File: config.mk
export PLATFORM = sky130hd
export DESIGN_NAME = tapdelay_sequencer
export DESIGN_NICKNAME = d
export VERILOG_FILES = /design/src/rtl/tapdelay_sequencer.sv
export SDC_FILE = /design/constraint.sdc
export NUM_CORES = 1
export LEC_CHECK = 0
export ABC_AREA = 1
export BUFFER_PORTS_ARGS = -buffer_cell sky130_fd_sc_hd__buf_2
export CAP_MARGIN = 10
export CELL_PAD_IN_SITES_DETAIL_PLACEMENT = 1
export CELL_PAD_IN_SITES_GLOBAL_PLACEMENT = 1
export CORE_AREA = 2 2 181 183
export DETAILED_ROUTE_END_ITERATION = 10
export DIE_AREA = 0 0 183 185
export PLACE_DENSITY_LB_ADDON = 0.1
export SYNTH_ARGS = -nofsm -noshare
export SYNTH_HDL_FRONTEND = slang
export SYNTH_SLANG_ARGS = --single-unit
File: constraint.sdc
create_clock -name clk -period 3 [get_ports clk]
set_clock_uncertainty 0.2 [all_clocks]
set_input_delay 0 -clock clk [delete_from_list [all_inputs] [get_ports clk]]
set_output_delay 0 -clock clk [all_outputs]
set_load 0.01 [all_outputs]
File: src/rtl/tapdelay_sequencer.sv
// Tapped-delay-line controller: keeps a circular history of the last NUM_TAPS
// samples and, for every accepted sample, streams the whole tap vector
// (newest first) to the MAC datapath over a valid/ready handshake.
module tapdelay_sequencer #(
   parameter int NUM_TAPS = 17,
   parameter int DATA_W   = 16
) (
   input  logic              clk,
   input  logic              rst,
   input  logic              in_valid,
   input  logic [DATA_W-1:0] in_data,
   output logic              in_ready,
   output logic              tap_valid,
   input  logic              tap_ready,
   output logic [DATA_W-1:0] tap_data,
   output logic [4:0]        tap_index,
   output logic              tap_last,
   output logic              primed
);

   localparam logic [4:0] LAST_IDX = 5'(NUM_TAPS - 1);
   localparam logic [5:0] FULL_CNT = 6'(NUM_TAPS);

   typedef enum logic {
      IDLE,
      STREAM
   } state_t;

   state_t            state_reg;
   logic [4:0]        wr_ptr_reg;
   logic [4:0]        rd_ptr_reg;
   logic [4:0]        rd_next;
   logic [5:0]        fill_reg;
   logic              accept_in;
   logic              accept_tap;

   // The read mux always spans the full 5-bit pointer space; entries at or
   // above NUM_TAPS are constant zero and can never be addressed anyway.
   logic [DATA_W-1:0] hist [32];

   // in_ready is a function of state and reset only, never of tap_ready.
   assign in_ready   = !rst && (state_reg == IDLE);
   assign accept_in  = in_valid && in_ready;
   assign accept_tap = tap_valid && tap_ready;
   assign rd_next    = (rd_ptr_reg == 5'd0) ? LAST_IDX : rd_ptr_reg - 5'd1;
   assign primed     = (fill_reg == FULL_CNT);

   generate
      for (genvar gi = 0; gi < 32; gi++) begin : g_hist
         if (gi < NUM_TAPS) begin : g_entry
            logic [DATA_W-1:0] entry_reg;

            // History entry: cleared by reset, written when the write pointer selects it.
            always_ff @(posedge clk) begin
               if (rst) begin
                  entry_reg <= '0;
               end else if (accept_in && (wr_ptr_reg == 5'(gi))) begin
                  entry_reg <= in_data;
               end
            end

            assign hist[gi] = entry_reg;
         end else begin : g_unused
            assign hist[gi] = '0;
         end
      end
   endgenerate

   // Sequencer FSM: accept one sample in IDLE, then walk the taps newest to oldest.
   always_ff @(posedge clk) begin
      if (rst) begin
         state_reg  <= IDLE;
         wr_ptr_reg <= 5'd0;
         rd_ptr_reg <= 5'd0;
         fill_reg   <= 6'd0;
         tap_valid  <= 1'b0;
         tap_data   <= '0;
         tap_index  <= 5'd0;
         tap_last   <= 1'b0;
      end else begin
         case (state_reg)
            IDLE: begin
               if (accept_in) begin
                  // The new sample is tap 0; bypass it straight to the output
                  // since the history write lands on this same edge.
                  tap_data   <= in_data;
                  tap_index  <= 5'd0;
                  tap_last   <= 1'b0;
                  tap_valid  <= 1'b1;
                  rd_ptr_reg <= wr_ptr_reg;
                  wr_ptr_reg <= (wr_ptr_reg == LAST_IDX) ? 5'd0 : wr_ptr_reg + 5'd1;
                  if (fill_reg != FULL_CNT) begin
                     fill_reg <= fill_reg + 6'd1;
                  end
                  state_reg  <= STREAM;
               end
            end
            STREAM: begin
               if (accept_tap) begin
                  if (tap_last) begin
                     tap_valid <= 1'b0;
                     tap_last  <= 1'b0;
                     state_reg <= IDLE;
                  end else begin
                     rd_ptr_reg <= rd_next;
                     tap_data   <= hist[rd_next];
                     tap_index  <= tap_index + 5'd1;
                     tap_last   <= ((tap_index + 5'd1) == LAST_IDX);
                  end
               end
            end
            default: begin
               state_reg <= IDLE;
            end
         endcase
      end
   end

endmodule

Word-level counts from Yosys, hierarchy flattened
Cells that the tools add are included.
Widths: inputs -> output; s select.

cells by class
  add/sub/neg operators = 4
  multiply operators = 0
  div/mod/pow operators = 0
  magnitude comparators = 1
  equality and inequality tests = 23
  shift-type cells = 0
  multiplexer cells = 29
  bitwise logic cells = 2
  reductions and logical operators = 28

operators by type and width
  kind                 number
  $bmux 16 s5          1
  $mux 16              5
  $eq 5x4->1 const B   8
  $mux 5               8
  $pmux 16 s2          1
  $eq 5x3->1 const B   4
  $logic_and 1x1->1    20
  $pmux 5 s2           2
  $add 5x1->5 const B  2
  $eq 5x2->1 const B   2
  $eq 5x5->1 const B   2
  $logic_not 5->1      2
  $mux 1               9
  $reduce_and 3->1     3
  $add 6x1->6 const B  1
  $eq 6x5->1 const B   1
  $ge 6x6->1 const B   1
  $ne 2x2->1 const B   3
  $ne 6x5->1 const B   1
  $not 5->6            1
  $pmux 1 s2           3
  $eq 5x1->1 const B   1
  $sub 5x1->5 const B  1
  $reduce_and 2->1     2
  3 further kinds      3

word-level totals
  register bits after elaboration = 312
  bits in latches = 0
  bits in writable memories = 0
  memory bits (read-only) = 0
  output and inout port bits = 25
  memories = 0

Logic depth before layout (Yosys ltp)
  depth after elaboration = 9
  gate-level depth with buffers = 18
  mapped depth without buffers = 13

Least setup slack after synthesis
OpenSTA, ideal clock, no wires.

  path type = flip-flop to flip-flop
  start point = register rd_ptr_reg[0]
  end point = register tap_data[10]
  arrival time = 2.153 ns
  data required time = 2.668 ns
  path slack = 0.515 ns
  stages on the path, launching flop included = 17
  buffers on the path = 4
  period minus slack after synthesis = 2.485 ns
  path through = dfxtp_1 buf_2 inv_4 buf_2 buf_2 ha_1 xor2_1 nand2_4 inv_4 buf_2 nand3_1 nand3_1 nand2_1 nand2_1 nand2_1 nand2_1 a21oi_1

between the ends
  longest elaborated chain between the ends = 9

RTL lines
  what                                                   line  source
  start: declaration                                     31    logic [4:0] rd_ptr_reg;
  start signal: assignment                               90    rd_ptr_reg <= wr_ptr_reg;
  start signal: assignment                               105   rd_ptr_reg <= rd_next;
  $sub 5x1->5 / $logic_not 5->1 (equally long branches)  45    assign rd_next = (rd_ptr_reg == 5'd0) ? LAST_IDX : rd_ptr_reg - 5'd1;
  $mux 5 (*)                                             45
  $not 5->6 (not written as such) (*)                    106   tap_data <= hist[rd_next];
  $bmux 16 s5 (*)                                        106
  $mux 16 (not written as such) (*) (2 in a row)         106
  $mux 16 (*)                                            100   if (tap_last) begin
  $mux 16 (*)                                            99    if (accept_tap) begin
  $pmux 16 s2 (*)                                        81    case (state_reg)
  end signal: assignment                                 86    tap_data <= in_data;
  end signal: assignment                                 106
  end: declaration                                       15    output logic [DATA_W-1:0] tap_data,

Every way passes the cells marked *; elsewhere a longest branch is shown, timed or not. The select of a mux whose other input is x is not followed.
A chain may end at the register's enable or synchronous reset.

Worst setup path after layout
  start point = register state_reg
  end point = register g_hist[8].g_entry.entry_reg[9]

between the ends
  longest elaborated chain between the ends = 4

RTL lines
  what                      line  source
  start: declaration        29    state_t state_reg;
  start signal: assignment  72    state_reg <= IDLE;
  start signal: assignment  95    state_reg <= STREAM;
  start signal: assignment  103   state_reg <= IDLE;
  $not 1->1                 --
  $logic_and 1x1->1         42    assign in_ready = !rst && (state_reg == IDLE);
  $logic_and 1x1->1         43    assign accept_in = in_valid && in_ready;
  $logic_and 1x1->1         57    end else if (accept_in && (wr_ptr_reg == 5'(gi))) begin
  end signal: assignment    58    entry_reg <= in_data;
  end: declaration          51    logic [DATA_W-1:0] entry_reg;

No other way between the ends.

==> PnR_summary.wiki <==
{| class="wikitable"
! Metric !! Value
|-
| Result of the run || complete, no violations
|-
| Number of top-level pins || 45
|-
| Critical Path RT || 3.25 ns
|-
| Clock transition at the register clock pins on the worst setup and hold paths after CTS || 0.06 ns
|-
| Flop2flop setup slack || 0.19 ns
|-
| Total Neg Setup Slack || 0 ns
|-
| Port Buffer Count || 44
|-
| Final design area excluding fillers || 16400 µm²
|-
| Initial cell density of the core || 45.4%
|-
| Share of final-layout standard cells stronger than drive strength 1 || about a tenth
|-
| Number of max-cap violations || 0
|-
| Wire length of the first global-routing pass || about 80 mm
|-
| Fillcell total || 4050
|-
| Critical path fanouts, max || 32
|-
| Number of vias in the routed layout || about 14000
|-
| Number of DRC violations after detailed routing || 0
|-
| Netlist cell types || 40
|-
| Sequential cell area fraction in the yosys report || 43.0%
|-
| H-tree Lvls || 2
|-
| Final HPWL DP || 30.5 mm
|-
| Pin count of the biggest net entering global routing || 117
|-
| Static Leak || about 6.6 nW
|-
| Number of enable flip-flop cells after synthesis || 0
|-
| CTS buffer count || 38
|-
| First-pass iteration count of the detailed router || 5
|-
| Async set-or-reset flop fraction in the synthesized netlist || 0%
|-
| Core Area || between 30000 and 40000 µm²
|-
| Worst slew pin tran || 0.853 ns
|-
| Ant diodes || 0
|-
| Remaining antenna violation count after routing || 0
|-
| Yosys synthesis warning count || 0
|-
| Data arrival at the endpoint of the critical path || 3.05 ns
|-
| Post-Synthesis Cells || between 2000 and 2500
|-
| Placer congestion estimate || 0.832
|-
| Net count after synthesis || ~2000
|-
| Number of antenna violations at the first check in global routing || 0
|-
| Number of placement rows || 66
|-
| Total standard cell area after synthesis || 14500 µm²
|-
| Fin worst setup slack || roughly 0.19 ns
|-
| Tot GR Track Use || between 20% and 30%
|-
| Clock Sink Count || 312
|-
| Total Die Area || 33900 µm²
|-
| RSZ-0062 raised after global routing || false
|-
| Number of global-route vias before repair || 13910
|-
| Category of the critical setup timing path || reg2reg
|-
| Final net count || 2016
|-
| Worst min-delay path class || in2reg
|-
| Endpoint of the most critical register-to-register path || g_hist[8].g_entry.entry_reg[9]$_SDFFE_PP0P_
|-
| Pre-CTS WS || about 0.40 ns
|-
| Areal power density over the cells || 779 nW/µm²
|-
| Type of element launching the critical path || flop
|-
| Min-delay src || in_data[0]
|-
| Vias/cell || approximately 5.7
|-
| Part of the cycle the worst path needs || 93.6%
|-
| Count of final max-slew check failures || 0
|-
| Dpl cell area || 14900 µm²
|-
| Number of flip-flops in the largest register || 272
|-
| Die Y || 185 µm
|-
| Worst relative slew slack || 42.8%
|-
| DIE WIDTH || ~180 µm
|-
| Post-synthesis area per instance || roughly 7.3 µm²
|-
| Launching point of the worst reg2reg path || state_reg$_SDFF_PP0_
|-
| Worst hold stages || 4
|-
| Final-report hold violation count || 0
|-
| Min-Delay Endpoint || g_hist[15].g_entry.entry_reg[0]$_SDFFE_PP0P_
|-
| Count of state elements after synthesis || 312
|-
| CTS tree || built
|-
| Relative area change from synthesis to final layout || 12.9%
|-
| Number of violations reported at the end of detailed-routing iteration 0 || approximately 1000
|-
| Max Freq || 356 MHz
|-
| Total grt overflow || 0
|-
| Setup Viol. Count Final || 0
|-
| Buffer levels on the longest clock path || 3
|-
| Leading register cell type out of synthesis || sky130_fd_sc_hd__dfxtp_1
|-
| Peak supply drop || 0.399 mV
|-
| Clock latency reported for the late side of the worst-skew pair || 0.53 ns
|-
| Worst hold slack after final layout || 0.127 ns
|-
| Post-detailed-route wirelength per cell || between 20 and 25 µm
|-
| Logic depth of the worst register-to-register path || 12
|-
| Drt total wl || between 50 and 60 mm
|-
| Total design power || 12.8 mW
|-
| Clock root buffer || sky130_fd_sc_hd__clkbuf_16
|-
| Fin crit period || ~2.8 ns
|-
| Endpoint class of the critical path || flop
|}
cells in the final DEF, fill, tap and decap left out, types with 3 or more instances in the layout:
cell type,instances
sky130_fd_sc_hd__o21ai_0,288
sky130_fd_sc_hd__clkbuf_1,12
sky130_fd_sc_hd__clkbuf_16,41
sky130_fd_sc_hd__nor3_1,5
sky130_fd_sc_hd__nand2_4,3
sky130_fd_sc_hd__dlygate4sd3_1,22
sky130_fd_sc_hd__buf_6,5
sky130_fd_sc_hd__clkinv_2,5
sky130_fd_sc_hd__a21oi_1,325
sky130_fd_sc_hd__nor2_2,13
sky130_fd_sc_hd__nor2_1,115
sky130_fd_sc_hd__dfxtp_1,311
sky130_fd_sc_hd__buf_2,44
sky130_fd_sc_hd__ha_1,10
sky130_fd_sc_hd__or2_2,18
sky130_fd_sc_hd__o211ai_1,5
sky130_fd_sc_hd__clkbuf_8,8
sky130_fd_sc_hd__nand3b_1,31
sky130_fd_sc_hd__buf_4,37
sky130_fd_sc_hd__a221oi_2,3
sky130_fd_sc_hd__inv_1,166
sky130_fd_sc_hd__o2111ai_1,30
sky130_fd_sc_hd__nor2_4,5
sky130_fd_sc_hd__buf_12,10
sky130_fd_sc_hd__clkinv_1,16
sky130_fd_sc_hd__nand2_1,231
sky130_fd_sc_hd__inv_2,8
sky130_fd_sc_hd__nand3_1,224
area by class of cell:
type,instances,area (µm²),area share (%)
clock buffer,61,1180,7.20
multi-input combinational,1323,6670,40.7
timing repair buffer,118,975,5.94
tap,408,510,3.11
clock inverter,7,85.1,0.519
sequential,312,6250,38.1
inverter,193,734,4.48
critical path, cell delays in order, from the launching register on:
cell and delay (ns):
sky130_fd_sc_hd__dfxtp_1 0.32, sky130_fd_sc_hd__nor2_2 0.15, sky130_fd_sc_hd__nand2_2 0.11, sky130_fd_sc_hd__dlygate4sd3_1 0.66, sky130_fd_sc_hd__buf_4 0.21, sky130_fd_sc_hd__nor2_1 0.12
sky130_fd_sc_hd__inv_2 0.05, sky130_fd_sc_hd__nor2_1 0.11, sky130_fd_sc_hd__inv_2 0.08, sky130_fd_sc_hd__nor2_2 0.08, sky130_fd_sc_hd__buf_4 0.35, sky130_fd_sc_hd__o21ai_0 0.15
sky130_fd_sc_hd__a21oi_1 0.13
metal layers:
layer	global-route usage, %	wire length, µm	vias up
met5	0	0	-
met3	3.62	2370	82
li1	-	-	6690
met1	40.0	23200	6796
met2	49.6	23500	337
met4	11.1	1650	0
cells in the mapped netlist (2+ instances only):
library cell | count | share of area [%]
sky130_fd_sc_hd__buf_6 | 18 | 1.4
sky130_fd_sc_hd__nand2_4 | 3 | 0.23
sky130_fd_sc_hd__xor2_1 | 2 | 0.12
sky130_fd_sc_hd__o211ai_1 | 5 | 0.26
sky130_fd_sc_hd__o2111ai_1 | 30 | 1.8
sky130_fd_sc_hd__nor2_4 | 5 | 0.39
sky130_fd_sc_hd__nor2_1 | 119 | 3.1
sky130_fd_sc_hd__or2_2 | 18 | 0.77
sky130_fd_sc_hd__inv_2 | 8 | 0.21
sky130_fd_sc_hd__nor3_1 | 5 | 0.17
sky130_fd_sc_hd__clkinv_1 | 16 | 0.41
sky130_fd_sc_hd__nand4_1 | 2 | 0.086
sky130_fd_sc_hd__inv_4 | 2 | 0.086
sky130_fd_sc_hd__a21oi_1 | 325 | 11
sky130_fd_sc_hd__ha_1 | 10 | 0.86
sky130_fd_sc_hd__buf_2 | 71 | 2.4
sky130_fd_sc_hd__inv_1 | 167 | 4.3
sky130_fd_sc_hd__a221oi_2 | 3 | 0.31
sky130_fd_sc_hd__buf_1 | 3 | 0.077
sky130_fd_sc_hd__o21ai_0 | 288 | 9.9
sky130_fd_sc_hd__nand3b_1 | 31 | 1.6
sky130_fd_sc_hd__dfxtp_1 | 312 | 43
sky130_fd_sc_hd__clkbuf_1 | 80 | 2.1
sky130_fd_sc_hd__nand2_1 | 231 | 6.0
sky130_fd_sc_hd__nor2_2 | 9 | 0.39
sky130_fd_sc_hd__nand3_1 | 224 | 7.7
sky130_fd_sc_hd__buf_4 | 4 | 0.21
how the worst max path moves through the flow:
stage | startpoint | to | slack, ns | depth (start not counted)
3_5_place_dp | rd_ptr_reg[1]$_SDFFE_PP0P_ | tap_data[11]$_SDFFE_PP0P_ | 0.40 | 11
3_3_place_gp | rd_ptr_reg[1]$_SDFFE_PP0P_ | tap_data[2]$_SDFFE_PP0P_ | 0.47 | 11
2_1_floorplan | rd_ptr_reg[0]$_SDFFE_PP0P_ | tap_data[10]$_SDFFE_PP0P_ | 0.52 | 16
5_1_grt | state_reg$_SDFF_PP0_ | g_hist[8].g_entry.entry_reg[15]$_SDFFE_PP0P_ | 0.02 | 12
4_1_cts | state_reg$_SDFF_PP0_ | g_hist[11].g_entry.entry_reg[9]$_SDFFE_PP0P_ | 0.12 | 12
6_report | state_reg$_SDFF_PP0_ | g_hist[8].g_entry.entry_reg[9]$_SDFFE_PP0P_ | 0.19 | 12
cell families after synthesis:
family                   synth area share (%)
AO/OA/AOI/OAI                            23.9
AND/OR/NAND/NOR                          20.8
buffers and inverters                    11.2
flip-flops                               43.0
adder cells (fa/ha/maj)                 0.861
XOR/XNOR                                0.181
report_power, final:
| group | switching, mW | internal [mW] | total, mW | leakage (nW) |
|---|---|---|---|---|
| sequential | 0.0744 | 4.23 | 4.31 | 2.52 |
| clock | 1.81 | 2.86 | 4.67 | 0.625 |
| combinational | 2.66 | 1.14 | 3.80 | 3.45 |
repair_timing:
item                       4_1_cts  5_1_grt
hold buffers                    22        0
resized for setup                0        5
setup buffers                    0        0
setup endpoints to repair        0        8
hold endpoints to repair       298        0
stage by stage:
step | util [%] | cells
floorplan | - | 2004
global placement | 46.5 | 2332
detailed placement | 46.5 | 2332
CTS | 51.1 | 2422
global route | 51.2 | 2422
finish | 51.2 | 2422
(Power assumes the default switching activity.)
